**src/rtl/noob_fixed_arb.sv**
```systemverilog
// Fixed-priority arbiter (bit 0 highest) with registered grant, saturating grant counters
// and an optional per-requester starvation monitor enabled by NOOB_FIXED_ARB_STARVE_EN.
module noob_fixed_arb #(
    parameter int N         = 3,
    parameter int CNT_W     = 8,
    parameter int STARVE_TH = 16,
    localparam int IDX_W    = (N > 1) ? $clog2(N) : 1
) (
    input  logic               clk,
    input  logic               rst_n,
    input  logic [N-1:0]       req,
    output logic [N-1:0]       grant,
    output logic               grant_valid,
    output logic [IDX_W-1:0]   grant_idx,
    output logic [N-1:0]       grant_q,
    output logic [N*CNT_W-1:0] grant_cnt,
    output logic [N-1:0]       starve
);

    localparam logic [CNT_W-1:0] CNT_MAX = {CNT_W{1'b1}};

    if (N < 2 || STARVE_TH < 1 || STARVE_TH > (1 << CNT_W) - 1) begin : g_bad_params
        $error("noob_fixed_arb: need N >= 2 and 1 <= STARVE_TH <= 2**CNT_W-1");
    end

    // Lowest set bit of req: req & -req.
    always_comb begin
        grant       = req & (~req + N'(1));
        grant_valid = |req;
    end

    // NOTE: every always_comb output gets a default before any conditional
    // assignment, otherwise synthesis infers a latch to hold the old value.
    always_comb begin
        grant_idx = '0;
        for (int i = 0; i < N; i++) begin
            if (grant[i]) begin
                grant_idx = IDX_W'(i);
            end
        end
    end

    logic [N-1:0]            grant_dly_d, grant_dly_q;
    logic [N-1:0][CNT_W-1:0] cnt_d, cnt_q;

    always_comb begin
        grant_dly_d = grant;
        cnt_d       = cnt_q;
        for (int i = 0; i < N; i++) begin
            if (grant[i] && cnt_q[i] != CNT_MAX) begin
                cnt_d[i] = cnt_q[i] + CNT_W'(1);
            end
        end
    end

    // NOTE: sequential state uses non-blocking assignments so every flop samples
    // pre-edge values regardless of statement order.
    // NOTE: the counter array is reset element-wise like any other flop; none of
    // these registers may come out of reset as X.
    always_ff @(posedge clk) begin
        if (!rst_n) begin
            grant_dly_q <= '0;
            cnt_q       <= '0;
        end else begin
            grant_dly_q <= grant_dly_d;
            cnt_q       <= cnt_d;
        end
    end

    assign grant_q   = grant_dly_q;
    assign grant_cnt = cnt_q;

`ifdef NOOB_FIXED_ARB_STARVE_EN
    logic [N-1:0][CNT_W-1:0] starve_cnt_d, starve_cnt_q;
    logic [N-1:0]            starve_d, starve_q;

    // The flag is derived from the next count so it rises on the same edge the
    // count reaches the threshold, and drops on the edge the count clears.
    always_comb begin
        starve_cnt_d = '0;
        starve_d     = '0;
        for (int i = 0; i < N; i++) begin
            if (req[i] && !grant[i]) begin
                starve_cnt_d[i] = (starve_cnt_q[i] == CNT_MAX) ? CNT_MAX
                                                               : starve_cnt_q[i] + CNT_W'(1);
            end
            starve_d[i] = (starve_cnt_d[i] >= CNT_W'(STARVE_TH));
        end
    end

    always_ff @(posedge clk) begin
        if (!rst_n) begin
            starve_cnt_q <= '0;
            starve_q     <= '0;
        end else begin
            starve_cnt_q <= starve_cnt_d;
            starve_q     <= starve_d;
        end
    end

    assign starve = starve_q;
`else
    assign starve = '0;
`endif

endmodule

```
**config.mk**
```make
export PLATFORM = sky130hd
export DESIGN_NAME = noob_fixed_arb
export DESIGN_NICKNAME = d
export VERILOG_FILES = /design/src/rtl/noob_fixed_arb.sv
export SDC_FILE = /design/constraint.sdc
export NUM_CORES = 1
export LEC_CHECK = 0
export ABC_AREA = 0
export BUFFER_PORTS_ARGS = -buffer_cell sky130_fd_sc_hd__buf_2
export CORE_MARGIN = 2
export CORE_UTILIZATION = 50
export CTS_CLUSTER_SIZE = 16
export DETAILED_ROUTE_END_ITERATION = 6
export PLACE_DENSITY_LB_ADDON = 0.05
export RECOVER_POWER = 100
export SKIP_CTS_REPAIR_TIMING = 1
export SLEW_MARGIN = 30
export SYNTH_ARGS = -nofsm -noshare
export SYNTH_HDL_FRONTEND = slang
export SYNTH_SLANG_ARGS = --single-unit
```
**constraint.sdc**
```tcl
create_clock -name clk -period 2.1 [get_ports clk]
set_clock_uncertainty 0.15 [all_clocks]
set_input_delay 0 -clock clk [delete_from_list [all_inputs] [get_ports clk]]
set_output_delay 0 -clock clk [all_outputs]
set_load 0.01 [all_outputs]
```
==> results of run 1 <==
path summary, 6_finish.rpt:
kind,endpoint,from,slack (ps)
worst max register to register,grant_cnt[16],grant_cnt[16],370
worst min-delay path,grant_cnt[18],req[2],50
worst min register to register,grant_cnt[9],grant_cnt[9],360
worst max-delay path,grant_cnt[23],req[0],300
cells in the final DEF (no fill, tap or decap), types with 2 or more instances in the layout:
| master | Yosys | routed |
|---|---|---|
| buf_2 | 0 | 4 |
| o311a_1 | 2 | 2 |
| nand2b_1 | 2 | 2 |
| a31oi_1 | 3 | 3 |
| ha_1 | 3 | 3 |
| and2_2 | 2 | 2 |
| nand2_1 | 15 | 15 |
| nor3_1 | 4 | 4 |
| o21ai_0 | 8 | 8 |
| nand3_1 | 7 | 7 |
| nor2_1 | 11 | 11 |
| mux2i_1 | 5 | 5 |
| o211a_1 | 2 | 2 |
| dfxtp_1 | 27 | 27 |
| conb_1 | 1 | 3 |
| dlygate4sd3_1 | 0 | 3 |
| nand4_1 | 6 | 6 |
| and3_1 | 4 | 4 |
| clkbuf_4 | 0 | 3 |
| inv_1 | 4 | 4 |
| clkbuf_1 | 3 | 34 |
| and4_1 | 4 | 5 |
| a21oi_1 | 8 | 8 |
| xor2_1 | 3 | 3 |
| o211ai_1 | 2 | 2 |
kinds of logic (layout without fill, tap and decap cells):
family | count (synthesis) | after routing | synth area share
AO/OA/AOI/OAI | 32 | 32 | 0.168
XOR/XNOR | 3 | 3 | 0.0202
adder cells (fa/ha/maj) | 3 | 3 | 0.0288
buffers and inverters | 14 | 48 | 0.0633
flip-flops | 27 | 27 | 0.415
multiplexers | 5 | 5 | 0.0384
other | 1 | 3 | 0.00288
AND/OR/NAND/NOR | 62 | 62 | 0.264
routing by layer:
layer	vias up	wire [um]	share of wire	global-route usage
met4	0	29	0.011	0.0610
met2	31	1320	0.48	0.353
li1	598	-	-	-
met1	560	1270	0.46	0.226
met3	4	123	0.045	0.0242
met5	-	0	0	0
sequential cells by signal, indices dropped and copies added, names as in the netlist:
register and flops:
grant_cnt 24, grant_q 3
layout make-up:
| class | instances | area, um^2 |
|---|---|---|
| fillers | 265 | 998 |
| well taps | 30 | 37.5 |
| flip-flops and latches | 27 | 541 |
| clock buffers | 4 | 26.3 |
| multi-input cells | 108 | 686 |
| repair buffers | 40 | 174 |
| inverters | 4 | 15.0 |
power by group through the flow:
stage | combinational, mW | sequential [mW] | clock, mW
global placement | 0.0693 | 0.541 | 0
finish | 0.0709 | 0.532 | 0.215
global route | 0.0794 | 0.534 | 0.248
detailed placement | 0.0708 | 0.543 | 0
CTS | 0.0716 | 0.532 | 0.228
floorplan | 0.0486 | 0.547 | 0
critical path, cell delays in order:
cell	delay, ps
dlygate4sd3_1	540
clkbuf_1	220
nor3b_4	440
and4_1	340
a31oi_1	110
a311oi_2	230
==> impl_metrics.csv, run 1 <==
group,metric,value,unit
routing,via_per_inst,5.60,
place,place_ws,405,ps
floorplan,die_y,55.1,um
routing,wl_per_cell,12.9,um
logic_synthesis,synth.most_common_cell,"dfxtp_1",
logic_synthesis,yosys-top-cells-area,"dfxtp_1, nand2_1, mux2i_1",
logic_synthesis,synth_area,1300,um^2
cells_and_area,finalNonFillerCells,213,
timing,fin_tns_setup,0,ps
logic_synthesis,synth_seq_cells,27,
logic_synthesis,yosys_warnings,0,
clocking,clock_latency,310,ps
timing,hold_slack,46.7,ps
timing,fmax,556,MHz
cells_and_area,nets,192,
worst_setup_path,reg2reg_depth,5,
routing,dr.first_iter.drc_count,12,
power_and_ir_drop,pwr-share-comb,0.087,
worst_setup_path,worstSetupPathType,"in2reg",
timing,period_share,0.857,
timing,slew_violations,0,
power_and_ir_drop,p_int,0.623,mW
cells_and_area,fin_util,0.597,
clocking,cts_tree,"done",
power_and_ir_drop,power,0.818,mW
logic_synthesis,synthArstFlopShare,0,
place,dp_hpwl,2000,um
logic_synthesis,synthTopCellsByCount,"dfxtp_1, nand2_1, nor2_1",
place,placed_area,1470,um^2
floorplan,initial_core_util,0.526,
timing,rsz0062_at_grt,"no",
floorplan,row_count,18,
timing,fin_ws,300,ps
worst_hold_path,hold_path_depth,4,
logic_synthesis,synth_enable_flop_cells,0,
worst_hold_path,min_path_type,"in2reg",
cells_and_area,diodes,0,
power_and_ir_drop,p_leak,0.583,nW
power_and_ir_drop,pwr-share-seq,0.650,
global_routing,overflow,0,
routing,ant_nets,0,
place,io_buffers,37,
power_and_ir_drop,power_switching,0.196,mW
floorplan,coreArea,2480,um^2
worst_setup_path,worstSetupEndpointType,"flop",
logic_synthesis,synth_cell_types,38,
power_and_ir_drop,cellPowerDensity,553,nW/um^2
logic_synthesis,yosysSeqAreaShare,0.415,
timing,layout_min_cycle_time,1800,ps
place,dpl.cell_count,206,
clocking,cts_buffers,3,
logic_synthesis,postSynthCellCount,147,
logic_synthesis,synth_largest_area_cell,"dfxtp_1",
logic_synthesis,synth_flop_cell,"dfxtp_1",
worst_setup_path,critPathMaxFanout,11,
outcome,outcome,"finished, final reports clean",
global_routing,grt_pass1_vias,1014,
worst_setup_path,critical_path_required,2190,ps
routing,vias,1193,
power_and_ir_drop,swShare,0.239,
worst_setup_path,crit_arrival,1890,ps
cells_and_area,fin_area,1480,um^2
global_routing,globalRouteTotalUtil,0.191,
clocking,cts.sinks,27,
clocking,htreeDepth,1,
power_and_ir_drop,max-vdd-ir-drop,0.337,mV
clocking,clk_pin_slew,140,ps
routing,drtPass1Iterations,4,
routing,wirelength,2740,um
clocking,clockRootBuffer,"clkbuf_4",
cells_and_area,drive_above_1_share,0.0656,
place,gp_congestion,0.755,
timing,setup_viol,0,
routing,drc,0,
clocking,cts_buffer_depth,2,
power_and_ir_drop,clkPwrFrac,0.263,
worst_setup_path,worst_setup_path_start_kind,"input pin",
logic_synthesis,syn_area_per_cell,8.87,um^2
floorplan,io_pins,41,
floorplan,dieArea,3030,um^2
global_routing,antenna_found_initial,0,
cells_and_area,area_growth,13.4,%
global_routing,grt_pass1_wl,4240,um
logic_synthesis,synth_top_cell_area_share,0.415,
global_routing,grt_max_degree,21,
flow_run,drv_cap,0,
timing,finalHoldViolations,0,
floorplan,die_x,55.1,um
No activity file was read; power rests on OpenSTA's default activity.
==> inputs of run 2 (changes only) <==
- CAP_MARGIN: not set -> 20
- clock period: 2.1 -> 1.8 ns (I/O delays scaled with it)
==> impl_metrics.csv, run 2 (synthesis gave the netlist of run 1 again) <==
group,metric,value,unit
clocking,cts.sinks,27,
timing,layout_min_cycle_time,1630,ps
timing,period_share,0.908,
power_and_ir_drop,max-vdd-ir-drop,0.598,mV
routing,dr.first_iter.drc_count,16,
cells_and_area,fill_cells,247,
global_routing,grt_pass1_vias,992,
worst_setup_path,r2r_end,"grant_cnt[19]",
clocking,cts_buffer_depth,2,
cells_and_area,diodes,0,
worst_setup_path,max_stage_delay,520,ps
cells_and_area,nets,194,
power_and_ir_drop,swShare,0.244,
worst_setup_path,critPathMaxFanout,9,
cells_and_area,multiInputGateArea,686,um^2
flow_run,drv_cap,0,
routing,wl_per_cell,13.0,um
place,io_buffers,37,
place,dp_hpwl,2040,um
timing,fmax,612,MHz
floorplan,dieArea,3030,um^2
timing,hold_slack,13.8,ps
worst_setup_path,rrSetupSlack,180,ps
worst_setup_path,worstSetupEndpointType,"flop",
worst_hold_path,min_path_type,"in2reg",
routing,ant_nets,0,
power_and_ir_drop,pwr-share-comb,0.086,
cells_and_area,final_common_cell,"clkbuf_1",
power_and_ir_drop,p_int,0.727,mW
worst_hold_path,hold_path_depth,4,
routing,drc,0,
worst_setup_path,cp-startpoint,"req[0]",
floorplan,io_pins,41,
global_routing,overflow,0,
timing,setup_viol,0,
cells_and_area,area_growth,14.4,%
timing,slew_violations,0,
worst_hold_path,hold_end,"grant_cnt[17]",
worst_setup_path,crit_arrival,1720,ps
clocking,clockRootBuffer,"clkbuf_4",
floorplan,coreArea,2480,um^2
timing,finalHoldViolations,0,
clocking,cts_tree,"done",
power_and_ir_drop,p_leak,0.602,nW
outcome,outcome,"finished, final reports clean",
cells_and_area,final-seq-area,541,um^2
power_and_ir_drop,power_switching,0.234,mW
power_and_ir_drop,clkPwrFrac,0.269,
global_routing,grt_max_degree,21,
worst_setup_path,worst_setup_path_start_kind,"input pin",
timing,rsz0062_at_grt,"no",
cells_and_area,drive_above_1_share,0.0919,
timing,fin_tns_setup,0,ps
power_and_ir_drop,pwr-share-seq,0.645,
routing,vias,1211,
clocking,clock_latency,310,ps
floorplan,row_count,18,
worst_setup_path,r2r-start,"grant_cnt[16]",
floorplan,die_y,55.1,um
global_routing,grt_pass1_wl,4310,um
routing,drtPass1Iterations,4,
floorplan,die_x,55.1,um
cells_and_area,final_cell_mix,"clkbuf_1, dfxtp_1, nand2_1",
worst_setup_path,crit_chain,"dlygate4sd3_1 > buf_2 > nor2b_1 > and4_1 > a21oi_1 > a311oi_1",
power_and_ir_drop,cellPowerDensity,644,nW/um^2
routing,wirelength,2800,um
worst_setup_path,worstSetupPathType,"in2reg",
clocking,clk_pin_slew,140,ps
worst_hold_path,hold_path.startpoint,"req[1]",
cells_and_area,largest_reg_flops,24,
global_routing,antenna_found_initial,0,
routing,via_per_inst,5.63,
worst_setup_path,critical_path_required,1890,ps
floorplan,initial_core_util,0.526,
place,gp_congestion,0.773,
global_routing,globalRouteTotalUtil,0.197,
worst_setup_path,cp_slowest_cell,"dlygate4sd3_1",
worst_setup_path,reg2reg_depth,5,
clocking,htreeDepth,1,
clocking,cts_buffers,3,
run 2: cell types whose count changed in the layout (fill, tap and decap cells not counted):
| cell | before | now |
|---|---|---|
| buf_2 | 4 | 7 |
| buf_4 | 0 | 2 |
| clkbuf_1 | 34 | 32 |
| o21ai_0 | 8 | 6 |
| o21ai_1 | 0 | 2 |
| dlygate4sd3_1 | 3 | 2 |
run 2: cell type report:
cell class                      instances  area share
Sequential cell                        27       0.362
Multi-Input combinational cell        108       0.460
Tap cell                               30      0.0252
Clock buffer                            4      0.0176
Timing Repair Buffer                   42       0.125
Inverter                                4      0.0101
run 2: per-layer routing:
layer / track usage / routed length [um]
met5: 0 / 0
met4: 0.0854 / 14
met1: 0.247 / 1300
met3: 0.0296 / 152
met2: 0.335 / 1340
run 2: power groups by stage:
stage | logic, mW | registers [mW] | clock network [mW]
floorplan | 0.0566 | 0.638 | 0
global route | 0.0943 | 0.622 | 0.293
CTS | 0.0842 | 0.620 | 0.268
detailed placement | 0.0842 | 0.633 | 0
global placement | 0.0820 | 0.632 | 0
finish | 0.0828 | 0.620 | 0.258
run 2: through the flow:
| step | worst slack [ps] | power [mW] | utilization | instance area [um^2] | std cells |
|---|---|---|---|---|---|
| 6_report | 166 | 0.961 | 0.602 | 1490 | 215 |
| 5_1_grt | 4.50 | 1.01 | 0.602 | 1490 | 215 |
| 4_1_cts | 85.0 | 0.972 | 0.612 | 1520 | 213 |
| 3_5_place_dp | 121 | 0.717 | 0.601 | 1490 | 209 |
| 3_3_place_gp | 193 | 0.714 | 0.601 | 1490 | 209 |
| 2_1_floorplan | 223 | 0.695 | - | 1310 | 149 |
run 2: worst max-delay path by stage:
stage / end / depth (start not counted)
6_report: grant_cnt[15] / 6
5_1_grt: grant_cnt[16] / 5
4_1_cts: grant_cnt[1] / 5
3_5_place_dp: grant_cnt[16] / 5
3_3_place_gp: grant_cnt[16] / 5
2_1_floorplan: grant_cnt[16] / 5
run 2: worst max-delay path, delay by kind of cell:
family	cells	cell delay [ps]
buffers and inverters	2	700
and+or+nand+nor	2	700
AOI/OAI and AO/OA	2	320
==> inputs of run 3 (changes only) <==
- ABC_AREA: 0 -> 1
- GPL_ROUTABILITY_DRIVEN: not set -> 0
==> impl_metrics.csv, run 3 <==
group,metric,value,unit
outcome,outcome,"finished, violations left",
outcome,violations,"design-rule violations",
clocking,clock_latency,320,ps
worst_setup_path,rrSetupSlack,210,ps
place,io_buffers,37,
worst_setup_path,cp_common_cell,"nand2_1",
logic_synthesis,synth_seq_cells,27,
worst_setup_path,max_stage_delay,420,ps
worst_setup_path,critical_path_required,1910,ps
timing,layout_min_cycle_time,1590,ps
flow_run,drv_cap,0,
power_and_ir_drop,max-vdd-ir-drop,0.394,mV
logic_synthesis,syn_area_per_cell,7.17,um^2
cells_and_area,final_cell_mix,"nand2_1, nor2_1, clkbuf_1",
cells_and_area,nets,258,
cells_and_area,drive_above_1_share,0.124,
logic_synthesis,yosys-top-cells-area,"dfxtp_1, nand2_1, nand3_1",
logic_synthesis,synth_top_cell_area_share,0.361,
logic_synthesis,synth.most_common_cell,"nand2_1",
power_and_ir_drop,p_leak,0.738,nW
floorplan,die_x,58.7,um
cells_and_area,largest_reg_flops,24,
worst_setup_path,worst_setup_path_start_kind,"flop",
clocking,clockRootBuffer,"clkbuf_4",
cells_and_area,fill_cells,281,
routing,wl_per_cell,11.1,um
floorplan,die_y,58.7,um
routing,top_layer_used,"met4",
routing,drtPass1Iterations,6,
logic_synthesis,synth_largest_area_cell,"dfxtp_1",
timing,slew_violations,0,
timing,finalHoldViolations,0,
worst_setup_path,cp_slowest_cell,"dfxtp_1",
global_routing,grt_max_degree,15,
worst_setup_path,r2r-start,"grant_cnt[16]",
timing,setup_viol,0,
floorplan,io_pins,41,
clocking,clk_pin_slew,140,ps
logic_synthesis,synthTopCellsByCount,"nand2_1, dfxtp_1, nor2_1",
floorplan,dieArea,3450,um^2
timing,period_share,0.881,
global_routing,grt_pass1_wl,5340,um
routing,drt-met1-wl,1440,um
floorplan,coreArea,2810,um^2
routing,via_per_inst,5.01,
worst_setup_path,cp-startpoint,"grant_cnt[16]",
logic_synthesis,yosysSeqAreaShare,0.361,
worst_setup_path,crit_arrival,1700,ps
routing,vias,1404,
worst_setup_path,worstSetupPathType,"reg2reg",
clocking,cts.sinks,27,
worst_setup_path,endpoint,"grant_cnt[20]",
floorplan,row_count,19,
global_routing,grt_pass1_vias,1253,
logic_synthesis,synth_area,1500,um^2
clocking,cts_buffer_depth,2,
cells_and_area,diodes,0,
routing,dr.first_iter.drc_count,49,
routing,route.met3.wl,139,um
cells_and_area,final_common_cell,"nand2_1",
timing,rsz0062_at_grt,"no",
routing,wl_met2,1530,um
clocking,cts_buffers,3,
clocking,cts_tree,"done",
place,dp_hpwl,2380,um
logic_synthesis,postSynthCellCount,209,
worst_setup_path,cpLargestDelayFamily,"simple AND/OR/NAND/NOR gates",
worst_setup_path,crit_chain,"ha_1 > nand2_1 > nor2_2 > nand2_4 > nand2_1 > nand2_1 > a21oi_2",
routing,ant_nets,0,
logic_synthesis,yosys_warnings,0,
logic_synthesis,synthArstFlopShare,0,
worst_setup_path,worstSetupEndpointType,"flop",
routing,drc,3,
worst_setup_path,path_buf_inv,0,
routing,wirelength,3120,um
worst_hold_path,min_path_type,"reg2reg",
global_routing,overflow,0,
power_and_ir_drop,cellPowerDensity,579,nW/um^2
floorplan,initial_core_util,0.534,
worst_setup_path,critPathMaxFanout,9,
worst_setup_path,crit_cells,7,
cells_and_area,area_growth,12.4,%
logic_synthesis,synth_enable_flop_cells,0,
global_routing,globalRouteTotalUtil,0.198,
logic_synthesis,synth_cell_types,29,
worst_setup_path,r2r_end,"grant_cnt[20]",
cells_and_area,fin_util,0.600,
timing,fmax,630,MHz
clocking,htreeDepth,1,
logic_synthesis,synth_flop_cell,"dfxtp_1",
timing,fin_tns_setup,0,ps
global_routing,antenna_found_initial,0,
worst_setup_path,reg2reg_depth,7,
[run 3: logic make-up after synthesis]
group           count (synthesis)  synth area share
other cells                     1           0.00250
compound gates                 21            0.0727
fa+ha+maj                       3            0.0251
buf+inv                        33             0.107
simple gates                  124             0.432
flops                          27             0.361
[run 3: layer usage]
metal,vias to the layer above,track usage
met5,-,0
met4,0,0.0779
met3,2,0.0220
met2,38,0.324
met1,628,0.267
li1,736,-
[run 3: worst min-delay path by stage]
stage,endpoint,cells after the start,slack (ps),from
after floorplan,grant[0],1,-60,req[0]
after global placement,grant_q[0],3,180,req[0]
after detailed placement,grant[0],2,180,req[0]
after CTS,grant_q[0],3,-170,req[0]
after global routing,grant_cnt[17],2,400,grant_cnt[17]
final,grant_cnt[17],2,360,grant_cnt[17]
[run 3: through the flow]
step,cells,hold slack (ps),setup WS [ps],power (mW),area [um^2]
3_3_place_gp,271,184,365,0.723,1670
6_report,280,361,213,0.975,1680
3_5_place_dp,271,184,299,0.726,1670
5_1_grt,280,396,73.8,1.03,1680
4_1_cts,275,-170,260,0.985,1700
2_1_floorplan,211,-58.2,372,0.702,1510
[run 3: final cells by class]
type / instances / area (um^2) / area share
clock buffer: 4 / 26.3 / 0.0156
sequential: 27 / 541 / 0.321
multi-input combinational: 151 / 774 / 0.460
inverter: 24 / 95.1 / 0.0565
tap: 31 / 38.8 / 0.0230
timing repair buffer: 43 / 208 / 0.123
[run 3: worst min-delay path, cell delays in order, from the launching register on]
cell and delay [ps]:
dfxtp_1 360, nand2_1 70, a21oi_1 50
[run 3: report_power, final]
part,internal [mW],total (mW),switching (mW)
combinational,0.0353,0.0969,0.0616
sequential,0.608,0.618,0.00958
clock,0.0867,0.261,0.174
total,0.730,0.975,0.245
